**config.mk**
```make
export PLATFORM = sky130hd
export DESIGN_NAME = svc_rv_wb_arb
export DESIGN_NICKNAME = d
export VERILOG_FILES = /design/src/rtl/svc_rv_wb_pkg.sv /design/src/rtl/svc_rv_wb_fifo.sv /design/src/rtl/svc_rv_wb_arb.sv
export SDC_FILE = /design/constraint.sdc
export NUM_CORES = 1
export LEC_CHECK = 0
export BUFFER_PORTS_ARGS = -buffer_cell sky130_fd_sc_hd__buf_2
export CAP_MARGIN = 20
export CORE_AREA = 5 5 124 126
export DETAILED_ROUTE_END_ITERATION = 7
export DIE_AREA = 0 0 129 131
export GPL_TIMING_DRIVEN = 0
export PLACE_DENSITY = 0.84
export SLEW_MARGIN = 0
export SYNTH_ARGS = -nofsm -noshare
export SYNTH_HDL_FRONTEND = slang
export SYNTH_SLANG_ARGS = --single-unit
```
**constraint.sdc**
```tcl
create_clock -name clk -period 5.5 [get_ports clk]
set_input_delay 0.275 -clock clk [delete_from_list [all_inputs] [get_ports clk]]
set_output_delay 0.275 -clock clk [all_outputs]
set_load 0.01 [all_outputs]
```
**src/rtl/svc_rv_wb_pkg.sv**
```systemverilog
// rtl/svc_rv_wb_pkg.sv - shared types for the write-back arbiter
package svc_rv_wb_pkg;
  localparam int WB_RD_W = 5;

  // The data word travels beside this tag, so the entry stays XLEN-independent.
  typedef struct packed {
    logic [WB_RD_W-1:0] rd;
    logic               ebreak;
  } wb_entry_t;
endpackage

```
**src/rtl/svc_rv_wb_fifo.sv**
```systemverilog
// rtl/svc_rv_wb_fifo.sv - single-channel circular result FIFO
module svc_rv_wb_fifo
  import svc_rv_wb_pkg::*;
#(
  parameter int XLEN  = 32,
  parameter int DEPTH = 2
) (
  input  logic            clk,
  input  logic            rst,
  input  logic            push,
  input  wb_entry_t       push_ent,
  input  logic [XLEN-1:0] push_data,
  input  logic            pop,
  output logic            full,
  output logic            empty,
  output wb_entry_t       head_ent,
  output logic [XLEN-1:0] head_data
);
  localparam int AW = $clog2(DEPTH);

  logic [AW:0]     wptr_q, rptr_q;
  wb_entry_t       ent_q  [DEPTH];
  logic [XLEN-1:0] data_q [DEPTH];

  assign full      = (wptr_q[AW] != rptr_q[AW]) && (wptr_q[AW-1:0] == rptr_q[AW-1:0]);
  assign empty     = (wptr_q == rptr_q);
  assign head_ent  = ent_q[rptr_q[AW-1:0]];
  assign head_data = data_q[rptr_q[AW-1:0]];

  always_ff @(posedge clk) begin
    if (rst) begin
      wptr_q <= '0;
      rptr_q <= '0;
    end else begin
      if (push && !full) begin
        ent_q[wptr_q[AW-1:0]]  <= push_ent;
        data_q[wptr_q[AW-1:0]] <= push_data;
        wptr_q                 <= wptr_q + (AW+1)'(1);
      end
      if (pop && !empty) begin
        rptr_q <= rptr_q + (AW+1)'(1);
      end
    end
  end
endmodule

```
**src/rtl/svc_rv_wb_arb.sv**
```systemverilog
// rtl/svc_rv_wb_arb.sv - round-robin write-back arbiter onto one register-file port
// Optional retire counter: define SVC_RV_WB_INSTRET_EN.
module svc_rv_wb_arb
  import svc_rv_wb_pkg::*;
#(
  parameter int XLEN  = 32,
  parameter int NCH   = 2,
  parameter int DEPTH = 2
) (
  input  logic                    clk,
  input  logic                    rst,
  input  logic [NCH-1:0]          in_valid,
  output logic [NCH-1:0]          in_ready,
  input  logic [NCH*WB_RD_W-1:0]  in_rd,
  input  logic [NCH*XLEN-1:0]     in_data,
  input  logic [NCH-1:0]          in_ebreak,
  output logic                    rd_we,
  output logic [WB_RD_W-1:0]      rd_addr,
  output logic [XLEN-1:0]         rd_data,
  output logic                    retire,
  output logic                    ebreak,
  output logic [63:0]             instret
);
  localparam int LW = $clog2(NCH);

  logic [NCH-1:0]  full, empty, pop;
  wb_entry_t       push_ent  [NCH];
  wb_entry_t       head_ent  [NCH];
  logic [XLEN-1:0] head_data [NCH];

  logic          gnt_vld;
  logic [LW-1:0] gnt_idx, last_d, last_q;
  logic          rd_we_q, retire_q, ebreak_q;
  logic [WB_RD_W-1:0] rd_addr_q;
  logic [XLEN-1:0]    rd_data_q;

  // Held low in reset so producers never see a ready before pointers are cleared.
  assign in_ready = rst ? '0 : ~full;

  for (genvar c = 0; c < NCH; c++) begin : g_ch
    assign push_ent[c] = '{rd: in_rd[WB_RD_W*c +: WB_RD_W], ebreak: in_ebreak[c]};
    assign pop[c]      = gnt_vld && (gnt_idx == LW'(c));

    svc_rv_wb_fifo #(.XLEN(XLEN), .DEPTH(DEPTH)) u_fifo (
      .clk       (clk),
      .rst       (rst),
      .push      (in_valid[c] & in_ready[c]),
      .push_ent  (push_ent[c]),
      .push_data (in_data[XLEN*c +: XLEN]),
      .pop       (pop[c]),
      .full      (full[c]),
      .empty     (empty[c]),
      .head_ent  (head_ent[c]),
      .head_data (head_data[c])
    );
  end

  always_comb begin
    gnt_vld = 1'b0;
    gnt_idx = last_q;
    for (int i = 1; i <= NCH; i++) begin
      if (!gnt_vld && !empty[(int'(last_q) + i) % NCH]) begin
        gnt_vld = 1'b1;
        gnt_idx = LW'((int'(last_q) + i) % NCH);
      end
    end
    last_d = gnt_vld ? gnt_idx : last_q;
  end

  always_ff @(posedge clk) begin
    if (rst) begin
      last_q    <= LW'(NCH - 1);
      retire_q  <= 1'b0;
      rd_we_q   <= 1'b0;
      ebreak_q  <= 1'b0;
      rd_addr_q <= '0;
      rd_data_q <= '0;
    end else begin
      last_q   <= last_d;
      retire_q <= gnt_vld;
      rd_we_q  <= gnt_vld && (head_ent[gnt_idx].rd != '0);
      ebreak_q <= gnt_vld && head_ent[gnt_idx].ebreak;
      if (gnt_vld) begin
        rd_addr_q <= head_ent[gnt_idx].rd;
        rd_data_q <= head_data[gnt_idx];
      end
    end
  end

  assign rd_we   = rd_we_q;
  assign retire  = retire_q;
  assign ebreak  = ebreak_q;
  assign rd_addr = rd_addr_q;
  assign rd_data = rd_data_q;

`ifdef SVC_RV_WB_INSTRET_EN
  logic [63:0] instret_q;

  always_ff @(posedge clk) begin
    if (rst) begin
      instret_q <= '0;
    end else if (gnt_vld) begin
      instret_q <= instret_q + 64'd1;
    end
  end

  assign instret = instret_q;
`else
  assign instret = '0;
`endif
endmodule
```
== After elaboration in Yosys (flattened, before gate mapping) ==
Memory sizes are Yosys's and may differ from the RTL's. A register that Yosys moved wholly into a read port is not among the register bits.
Index checks and enable logic that the tools add are counted.

* Add/sub/neg operators: 6
* Order comparisons: 3
* Equal/unequal tests: 6
* Muxes and demuxes: 31
* Bitwise gates (word level): 7
* Reduce and logical (&&, ||, !) cells: 17

{| class="wikitable"
|+ Operators by type and width
! operator !! count
|-
| $mux 32 || 3
|-
| $mux 1 || 24
|-
| $mux 6 || 3
|-
| $logic_and 1x1->1 || 11
|-
| $add 2x1->2 const B || 4
|-
| $lt 2x3->1 const B || 2
|-
| $logic_not 1->1 || 5
|-
| $reduce_bool 5->1 || 1
|-
| $eq 2x2->1 || 2
|-
| $add 1x1->1 const B || 2
|-
| $and 1x1->1 || 2
|-
| $and 1x1->1 const A || 2
|-
| $eq 1x1->1 || 2
|-
| $ge 2x2->1 const B || 1
|-
| $mux 2 || 1
|-
| $ne 1x1->1 || 2
|-
| $not 1->2 || 1
|-
| $not 2->2 || 1
|-
| $not 1->1 || 1
|}

* Register bits after elaboration: 49
* Bits in writable memories: 152
* Input port bits: 80
* Output and inout port bits: 106
* Word-level logic and storage cells: 84
* Memories: 4

{| class="wikitable"
|+ Memory list
! name !! depth !! bits a word !! read ports !! clocked after Yosys merged registers in !! wr ports !! RTL line !! RTL
|-
| g_ch[0].u_fifo.data_q || 2 || 32 || 1 || 1 || 1 || svc_rv_wb_fifo.sv:23 || <nowiki>logic [XLEN-1:0] data_q [DEPTH];</nowiki>
|-
| g_ch[1].u_fifo.data_q || 2 || 32 || 1 || 1 || 1 || svc_rv_wb_fifo.sv:23 ||
|-
| g_ch[0].u_fifo.ent_q || 2 || 6 || 1 || 1 || 1 || svc_rv_wb_fifo.sv:22 || <nowiki>wb_entry_t ent_q [DEPTH];</nowiki>
|-
| g_ch[1].u_fifo.ent_q || 2 || 6 || 1 || 1 || 1 || svc_rv_wb_fifo.sv:22 ||
|}

== Depth between registers and ports, before layout ==
Gate-level depths: netlist of the first run.

* Depth in word-level cells: 14
* Mapped depth: 6
* Mapped depth without buffers: 5

== Hierarchy ==
A second synthesis of the first run with hierarchy kept.

* Cell total of the unflattened synthesis: 606
* Area, all modules: 8863.5 µm²

{| class="wikitable"
|+ By module, submodules not included
! module !! times used !! cells an instance !! area each (µm²) !! seq. area each (µm²)
|-
| svc_rv_wb_fifo (g_ch[0].u_fifo) || 1 || 152 || 3021.6 || 2382.3
|-
| svc_rv_wb_fifo (g_ch[1].u_fifo) || 1 || 152 || 3019.1 || 2382.3
|-
| svc_rv_wb_arb || 1 || 302 || 2822.7 || 820.8
|}

== Worst setup path before layout of the first run ==
No wires, ideal clock.

* Path type: reg2reg
* From: register g_ch[1].u_fifo.wptr_q[0]
* To: memory g_ch[1].u_fifo.data_q[0][0], enable pin
* Setup time: 0.433 ns
* Arrival time: 2.606 ns
* Required time: 5.067 ns
* Path slack: 2.461 ns
* Cell stages (with the launch flop): 5
* Buffers on the path: 0
* Period minus slack after synthesis: 3.039 ns
* Cell sequence: dfxtp_1 -> xnor2_1 -> a21oi_1 -> nand2_1 -> nor2_1

* Cells in the longest elaborated chain, start to end: 9
* Elaborated cells between the ends (all ways): 10

{| class="wikitable"
|+ Ends and longest elaborated chain
! item !! RTL line !! RTL
|-
| from (decl) || svc_rv_wb_fifo.sv:21 || <nowiki>logic [AW:0] wptr_q, rptr_q;</nowiki>
|-
| from (signal assigned) || svc_rv_wb_fifo.sv:38 || <nowiki>wptr_q <= wptr_q + (AW+1)'(1);</nowiki>
|-
| $eq 1x1->1 || svc_rv_wb_fifo.sv:25 || <nowiki>assign full = (wptr_q[AW] != rptr_q[AW]) && (wptr_q[AW-1:0] == rptr_q[AW-1:0]);</nowiki>
|-
| $logic_and 1x1->1 || svc_rv_wb_fifo.sv:25 ||
|-
| $not 2->2 || svc_rv_wb_arb.sv:38 || <nowiki>assign in_ready = rst ? '0 : ~full;</nowiki>
|-
| $mux 2 || svc_rv_wb_arb.sv:38 ||
|-
| via in_ready[1] || svc_rv_wb_arb.sv:13 || <nowiki>output logic [NCH-1:0] in_ready,</nowiki>
|-
| $and 1x1->1 || svc_rv_wb_arb.sv:47 || <nowiki>.push (in_valid[c] & in_ready[c]),</nowiki>
|-
| $logic_and 1x1->1 || svc_rv_wb_fifo.sv:35 || <nowiki>if (push && !full) begin</nowiki>
|-
| $mux 1 || svc_rv_wb_fifo.sv:35 ||
|-
| $mux 1 || svc_rv_wb_fifo.sv:31 || <nowiki>if (rst) begin</nowiki>
|-
| $mux 1 (not written as such) || svc_rv_wb_fifo.sv:37 || <nowiki>data_q[wptr_q[AW-1:0]] <= push_data;</nowiki>
|-
| to (decl) || svc_rv_wb_fifo.sv:23 ||
|}

The timed path passes the listed nets, and every way through them passes these cells.

== Final worst setup path of the first run ==
* From: register g_ch[1].u_fifo.wptr_q[0]
* To: memory g_ch[1].u_fifo.data_q[0][6], enable pin

* Cells in the longest elaborated chain, start to end: 9
* Elaborated cells between the ends (all ways): 10

{| class="wikitable"
|+ Ends and longest elaborated chain
! item !! RTL line
|-
| $eq 1x1->1 || svc_rv_wb_fifo.sv:25
|-
| $logic_and 1x1->1 || svc_rv_wb_fifo.sv:25
|-
| $not 2->2 || svc_rv_wb_arb.sv:38
|-
| $mux 2 || svc_rv_wb_arb.sv:38
|-
| $and 1x1->1 || svc_rv_wb_arb.sv:47
|-
| $logic_and 1x1->1 || svc_rv_wb_fifo.sv:35
|-
| $mux 1 || svc_rv_wb_fifo.sv:35
|-
| $mux 1 || svc_rv_wb_fifo.sv:31
|-
| $mux 1 (not written as such) || svc_rv_wb_fifo.sv:37
|}

Parallel ways exist; a longest one is shown, timed or not.

==> qor.yml, run 1 <==
ys_seq_area_share_pct: 70.1
yosys-top-cells-area: "edfxtp_1, dfxtp_1, mux2i_1"
drt-total-wl_um: 19100
holdPathStages: 1
start_kind: "flop"
slew_headroom_pct: 55.5
grtUsageMet3_pct: 4.80
use_met2_pct: 40.7
use_met1_pct: 26.2
drtIter0Drc: 291
hold_viol: 0
rsz0062_at_grt: "false"
synth_top_area_cell: "edfxtp_1"
worstPathRequired_ns: 5.68
r2r_setup_slack_ns: 3.21
max-vdd-ir-drop_v: 0.000330
ys_seq_elements: 203
grt_antenna_before_repair: 0
drt-wirelength-per-cell_um: 19.1
drv_slew: 0
via_count: 5168
synth_edf_count: 152
maxCapViolCount: 0
cts_num_sinks: 203
syn_to_final_growth_pct: 31.8
via_per_inst: 5.17
arrival_ns: 2.46
hold_start: "in_data[6]"
yosysWarningCount: 0
postSynthAreaPerCell_um2: 15.4
yosysUniqueCellTypes: 32
cts_buffers: 20
status: "finished, final reports clean"
drc_errors: 0
synth_most_common_cell: "edfxtp_1"
synth_top_area_share_pct: 57.3
fmax_mhz: 437
fin_skew_ns: 0.0104
busiest_layer: "met2"
cts_tree: "yes"
clock_path_buffers: 3
hp-class: "input pin to flop"
drive_above_1_share_pct: 30.3
io_pins: 186
cts_max_level: 1
pre_cts_ws_ns: 3.26
p_per_area_mw_per_mm2: 448
startpoint: "g_ch[1].u_fifo.wptr_q[0]"
drtAntennaViolNets: 0
rr_worst_depth: 5
syn_area_mm2: 0.00797
grt_pass1_wl_um: 28700
die-area_mm2: 0.0169
insertion_delay_ns: 0.48
ys.flop_type: "edfxtp_1"
grt_pass1_vias: 5429
synth_cells: 517
fin_crit_ns: 2.29
finalSetupViolCount: 0
place_hpwl_um: 11900
tightest_slew_ns: 0.665
fin_setup_tns_ns: 0
grtUsageTotal_pct: 22.2
path_clk_slew_ns: 0.06
cts_root_buf: "clkbuf_16"
fill_cells: 904
port_buffers: 121
grt_overflow: 0
die_h_um: 131
nNetsFinal: 881
synth_commonest_cells: "edfxtp_1, mux2i_1, buf_4"
drt_pass1_iterations: 5
dieWidth_um: 129
end_kind: "flop"
rows: 44
crit_fanout: 22
reg2reg_from: "g_ch[1].u_fifo.wptr_q[0]"
cts_setup_buffers: 0
post-route-period-util_pct: 41.6
coreArea_mm2: 0.0142
gp_congestion: 0.800
crit_type: "flop to flop"
p_leak_nw: 4.22
grt_max_degree: 26
finalWorstSetupSlack_ns: 3.21
async_flop_share_pct: 0
start_util_pct: 56.1
-- metrics by stage --
step	total power, mW	cell area (µm²)	hold WS, ns	utilization (%)	instances
floorplan	2.91	8200	0.374	-	580
global placement	3.31	9040	0.441	63.6	885
detailed placement	3.39	9150	0.444	64.4	889
CTS	4.69	10500	0.00650	73.9	999
global route	4.93	10500	0.00577	73.9	999
finish	4.70	10500	0.0208	73.9	1000
-- what timing repair did --
action                                  CTS  global route
resized for setup                         0             0
hold buffers                             74             0
endpoints found under the setup margin    0             0
endpoints found under the hold margin   148             0
-- sequential cells by signal (all words and copies together) (netlist names), named ones only --
| signal | cells |
|---|---|
| g_ch.u_fifo.ent_q | 24 |
| rd_data | 32 |
| g_ch.u_fifo.rptr_q | 4 |
| ebreak | 1 |
| retire | 1 |
| last_q | 1 |
| rd_we | 1 |
| rd_addr | 5 |
| g_ch.u_fifo.wptr_q | 4 |
| g_ch.u_fifo.data_q | 128 |
-- worst paths after layout --
kind	end
worst max-delay path	g_ch[1].u_fifo.data_q[0][6]
worst min-delay path	g_ch[0].u_fifo.data_q[1][6]
worst max register to register	g_ch[1].u_fifo.data_q[0][6]
worst min register to register	rd_addr[0]
-- layer usage --
metal / routed length (µm) / vias up
li1: - / 2403
met4: 424 / 0
met2: 9810 / 287
met1: 7070 / 2435
met3: 1820 / 43
met5: 0 / -
-- power by group --
part           switching (mW)  internal, mW  leakage, nW  total [mW]
Sequential              0.118          1.87         1.82        1.99
Clock                   0.546         0.723        0.305        1.27
Combinational           0.880         0.562         2.10        1.44
Total                    1.54          3.16         4.22        4.70
-- cell type report --
class	instances	area [µm²]	area share (%)
Antenna cell	1	2.50	0.0238
Buffer	87	584	5.56
Clock buffer	26	564	5.37
Clock inverter	10	48.8	0.465
Inverter	1	3.75	0.0357
Multi-Input combinational cell	289	2050	19.5
Sequential cell	203	5590	53.2
Tap cell	184	230	2.19
Timing Repair Buffer	199	1430	13.7
-- logic make-up after synthesis --
group           after synthesis  share of synthesized area, %
flops                       203                          70.1
buf+inv                      88                          7.38
xor+xnor                     16                          1.76
simple gates                 49                          2.84
mux                          77                          9.75
other cells                   1                        0.0471
compound gates               83                          8.12
-- layout by cell type, fill, tap and decap left out, types with 10 or more instances in the layout --
cell type,count
nand3_1,10
edfxtp_1,152
conb_1,64
a221oi_1,32
o21bai_1,32
buf_4,64
buf_2,135
nor2_1,16
dfxtp_1,51
clkbuf_1,12
dlygate4sd3_1,74
mux2i_1,72
clkbuf_16,21
nand2_1,10
-- critical path, stage by stage (launching register included) --
cell and delay [ns]:
dfxtp_1 0.51, xnor2_1 0.21, a21oi_1 0.28, nand2_1 0.16, nor2_4 0.54, buf_12 0.27
Note: power is estimated with default switching activity, not from simulation.
==> inputs of run 2 (changes only) <==
--- a/config.mk
+++ b/config.mk
@@ -7,11 +7,11 @@
 export LEC_CHECK = 0
 export BUFFER_PORTS_ARGS = -buffer_cell sky130_fd_sc_hd__buf_2
 export CAP_MARGIN = 20
-export CORE_AREA = 5 5 124 126
+export CORE_AREA = 5 5 129 131
 export DETAILED_ROUTE_END_ITERATION = 7
-export DIE_AREA = 0 0 129 131
+export DIE_AREA = 0 0 134 136
 export GPL_TIMING_DRIVEN = 0
-export PLACE_DENSITY = 0.84
+export PLACE_DENSITY = 0.78
 export SLEW_MARGIN = 0
 export SYNTH_ARGS = -nofsm -noshare
 export SYNTH_HDL_FRONTEND = slang
==> constraint.sdc (replaced) <==
create_clock -name clk -period 2.4 [get_ports clk]
set_input_delay 0.12 -clock clk [delete_from_list [all_inputs] [get_ports clk]]
set_output_delay 0.12 -clock clk [all_outputs]
set_load 0.01 [all_outputs]
==> run 2 against run 1 <==
Against the previous run:
- combinational power up 130%
- clock power up 140%
- setup slack worse by 3.0 ns
- utilization fell by 5.8 points
- via count is 0.41% lower
- highest routed layer unchanged
- critical path depth stayed put
- critical path type unchanged
- sequential share of layout area is 0.24 points lower
==> qor.yml, run 2 (synthesized netlist as in run 1, its figures left out) <==
max-vdd-ir-drop_v: 0.000747  # was 0.000330 V
io_pins: 186  # unchanged
hp-class: "input pin to flop"  # unchanged
nNetsFinal: 884  # was 881
grt_overflow: 0  # unchanged
die-area_mm2: 0.0182  # was 0.0169 mm²
fin_skew_ns: 0.0149  # was 0.0104 ns
fmax_mhz: 457  # was 437 MHz
grt_pass1_wl_um: 29000  # was 28700 µm
dpl_cell_area_mm2: 0.00915  # about the same
fill_cells: 1041  # was 904
cts_root_buf: "clkbuf_16"  # unchanged
drt-wirelength-per-cell_um: 18.6  # was 19.1 µm
start_util_pct: 51.5  # was 56.1%
via_per_inst: 5.09  # was 5.17
slew_headroom_pct: 63.1  # was 55.5%
hold_viol: 0  # unchanged
cts_buffers: 21  # was 20
largest_reg_flops: 128  # unchanged
drt-total-wl_um: 18800  # was 19100 µm
clock_path_buffers: 3  # unchanged
dp.cells: 897  # was 889
via_count: 5147  # was 5168
syn_to_final_growth_pct: 32.4  # was 31.8%
drc_errors: 0  # unchanged
crit_fanout: 10  # was 22
maxCapViolCount: 0  # unchanged
crit_type: "flop to flop"  # unchanged
grt_antenna_before_repair: 0  # unchanged
post-route-period-util_pct: 91.1  # was 41.6%
finalSetupViolCount: 0  # unchanged
place_hpwl_um: 11900  # about the same
p_total_mw: 10.9  # was 4.70 mW
p_leak_nw: 4.23  # was 4.22 nW
design_area_mm2: 0.0105  # about the same
cts_resized: 0  # unchanged
coreArea_mm2: 0.0155  # was 0.0142 mm²
cts_num_sinks: 203  # unchanged
n_antenna_cell: 0  # was 1
arrival_ns: 2.51  # was 2.46 ns
drt_pass1_iterations: 7  # was 5
grt_pass1_vias: 5448  # was 5429
dieWidth_um: 134  # was 129 µm
gp_congestion: 0.815  # was 0.800
end_kind: "flop"  # unchanged
drtIter0Drc: 350  # was 291
grt_max_degree: 27  # was 26
rsz0062_at_grt: "false"  # unchanged
die_h_um: 136  # was 131 µm
path_clk_slew_ns: 0.06  # about the same
drtAntennaViolNets: 0  # unchanged
insertion_delay_ns: 0.49  # was 0.48 ns
status: "finished, final reports clean"  # unchanged
worstPathRequired_ns: 2.72  # was 5.68 ns
drive_above_1_share_pct: 30.2  # was 30.3%
grtUsageTotal_pct: 20.3  # was 22.2%
start_kind: "flop"  # unchanged
final_common_cell: "edfxtp_1"  # unchanged
fin_crit_ns: 2.19  # was 2.29 ns
final_cell_mix: "edfxtp_1, buf_2, dlygate4sd3_1"  # unchanged
fin_cells: 1011  # was 1000
drv_slew: 0  # unchanged
tightest_slew_ns: 0.553  # was 0.665 ns
rows: 46  # was 44
port_buffers: 121  # unchanged
cts_max_level: 1  # unchanged
cts_tree: "yes"  # unchanged
p_per_area_mw_per_mm2: 1030  # was 448 mW/mm²
==> run 2: cell count changes in the layout (fill, tap and decap cells not counted), moves of 2 or more <==
cell,before,now
clkbuf_1,12,16
clkinv_2,6,2
clkinv_1,3,1
dlygate4sd3_1,74,76
inv_6,0,2
==> run 2: worst paths after layout <==
path	start	endpoint	slack, ns	cells past startpoint
hold / removal	rst	last_q	0.007	2
setup reg to reg	g_ch[1].u_fifo.wptr_q[0]	rd_data[18]	0.21	5
setup / recovery	g_ch[1].u_fifo.wptr_q[0]	rd_data[18]	0.21	5
hold reg to reg	rd_addr[1]	rd_addr[1]	0.44	2
==> run 2: timing repair <==
item	CTS	global route
hold buffers	76	0
endpoints found under the hold margin	152	0
setup buffers	0	0
==> run 2: area by class of cell <==
type	count	area (µm²)	area share, %
sequential	203	5590	52.9
multi-input combinational	289	2050	19.4
timing repair buffer	201	1450	13.7
clock buffer	31	593	5.62
buffer	87	584	5.54
tap	192	240	2.28
clock inverter	7	47.5	0.451
inverter	1	3.75	0.0356
==> run 2: metrics by stage <==
step	setup TNS [ns]	util [%]	setup WS, ns	hold slack [ns]
floorplan	0	-	0.0110	0.219
global placement	-73.97	58.5	-0.668	0.307
detailed placement	0	59.1	0.244	0.311
CTS	0	68.1	0.177	0.0232
global route	0	68.1	0.0506	0.0419
finish	0	68.1	0.214	0.00657
==> run 2: metal layers <==
metal,GRT usage [%],up-vias,wire [µm]
li1,-,2399,-
met1,24.2,2467,7240
met2,36.6,249,9620
met3,5.07,32,1610
met4,5.77,0,309
met5,0,-,0
==> run 2: power breakdown <==
part	switching, mW	internal (mW)	leakage [nW]
clock	1.29	1.72	0.311
combinational	2.01	1.29	2.10
sequential	0.264	4.29	1.82
total	3.56	7.30	4.23
==> run 2: worst max-delay path: stages (launching register included) <==
cell	delay, ns
dfxtp_1	0.38
xnor2_1	0.40
a21oi_4	0.15
nor2_2	0.40
clkbuf_1	0.49
a221oi_1	0.20
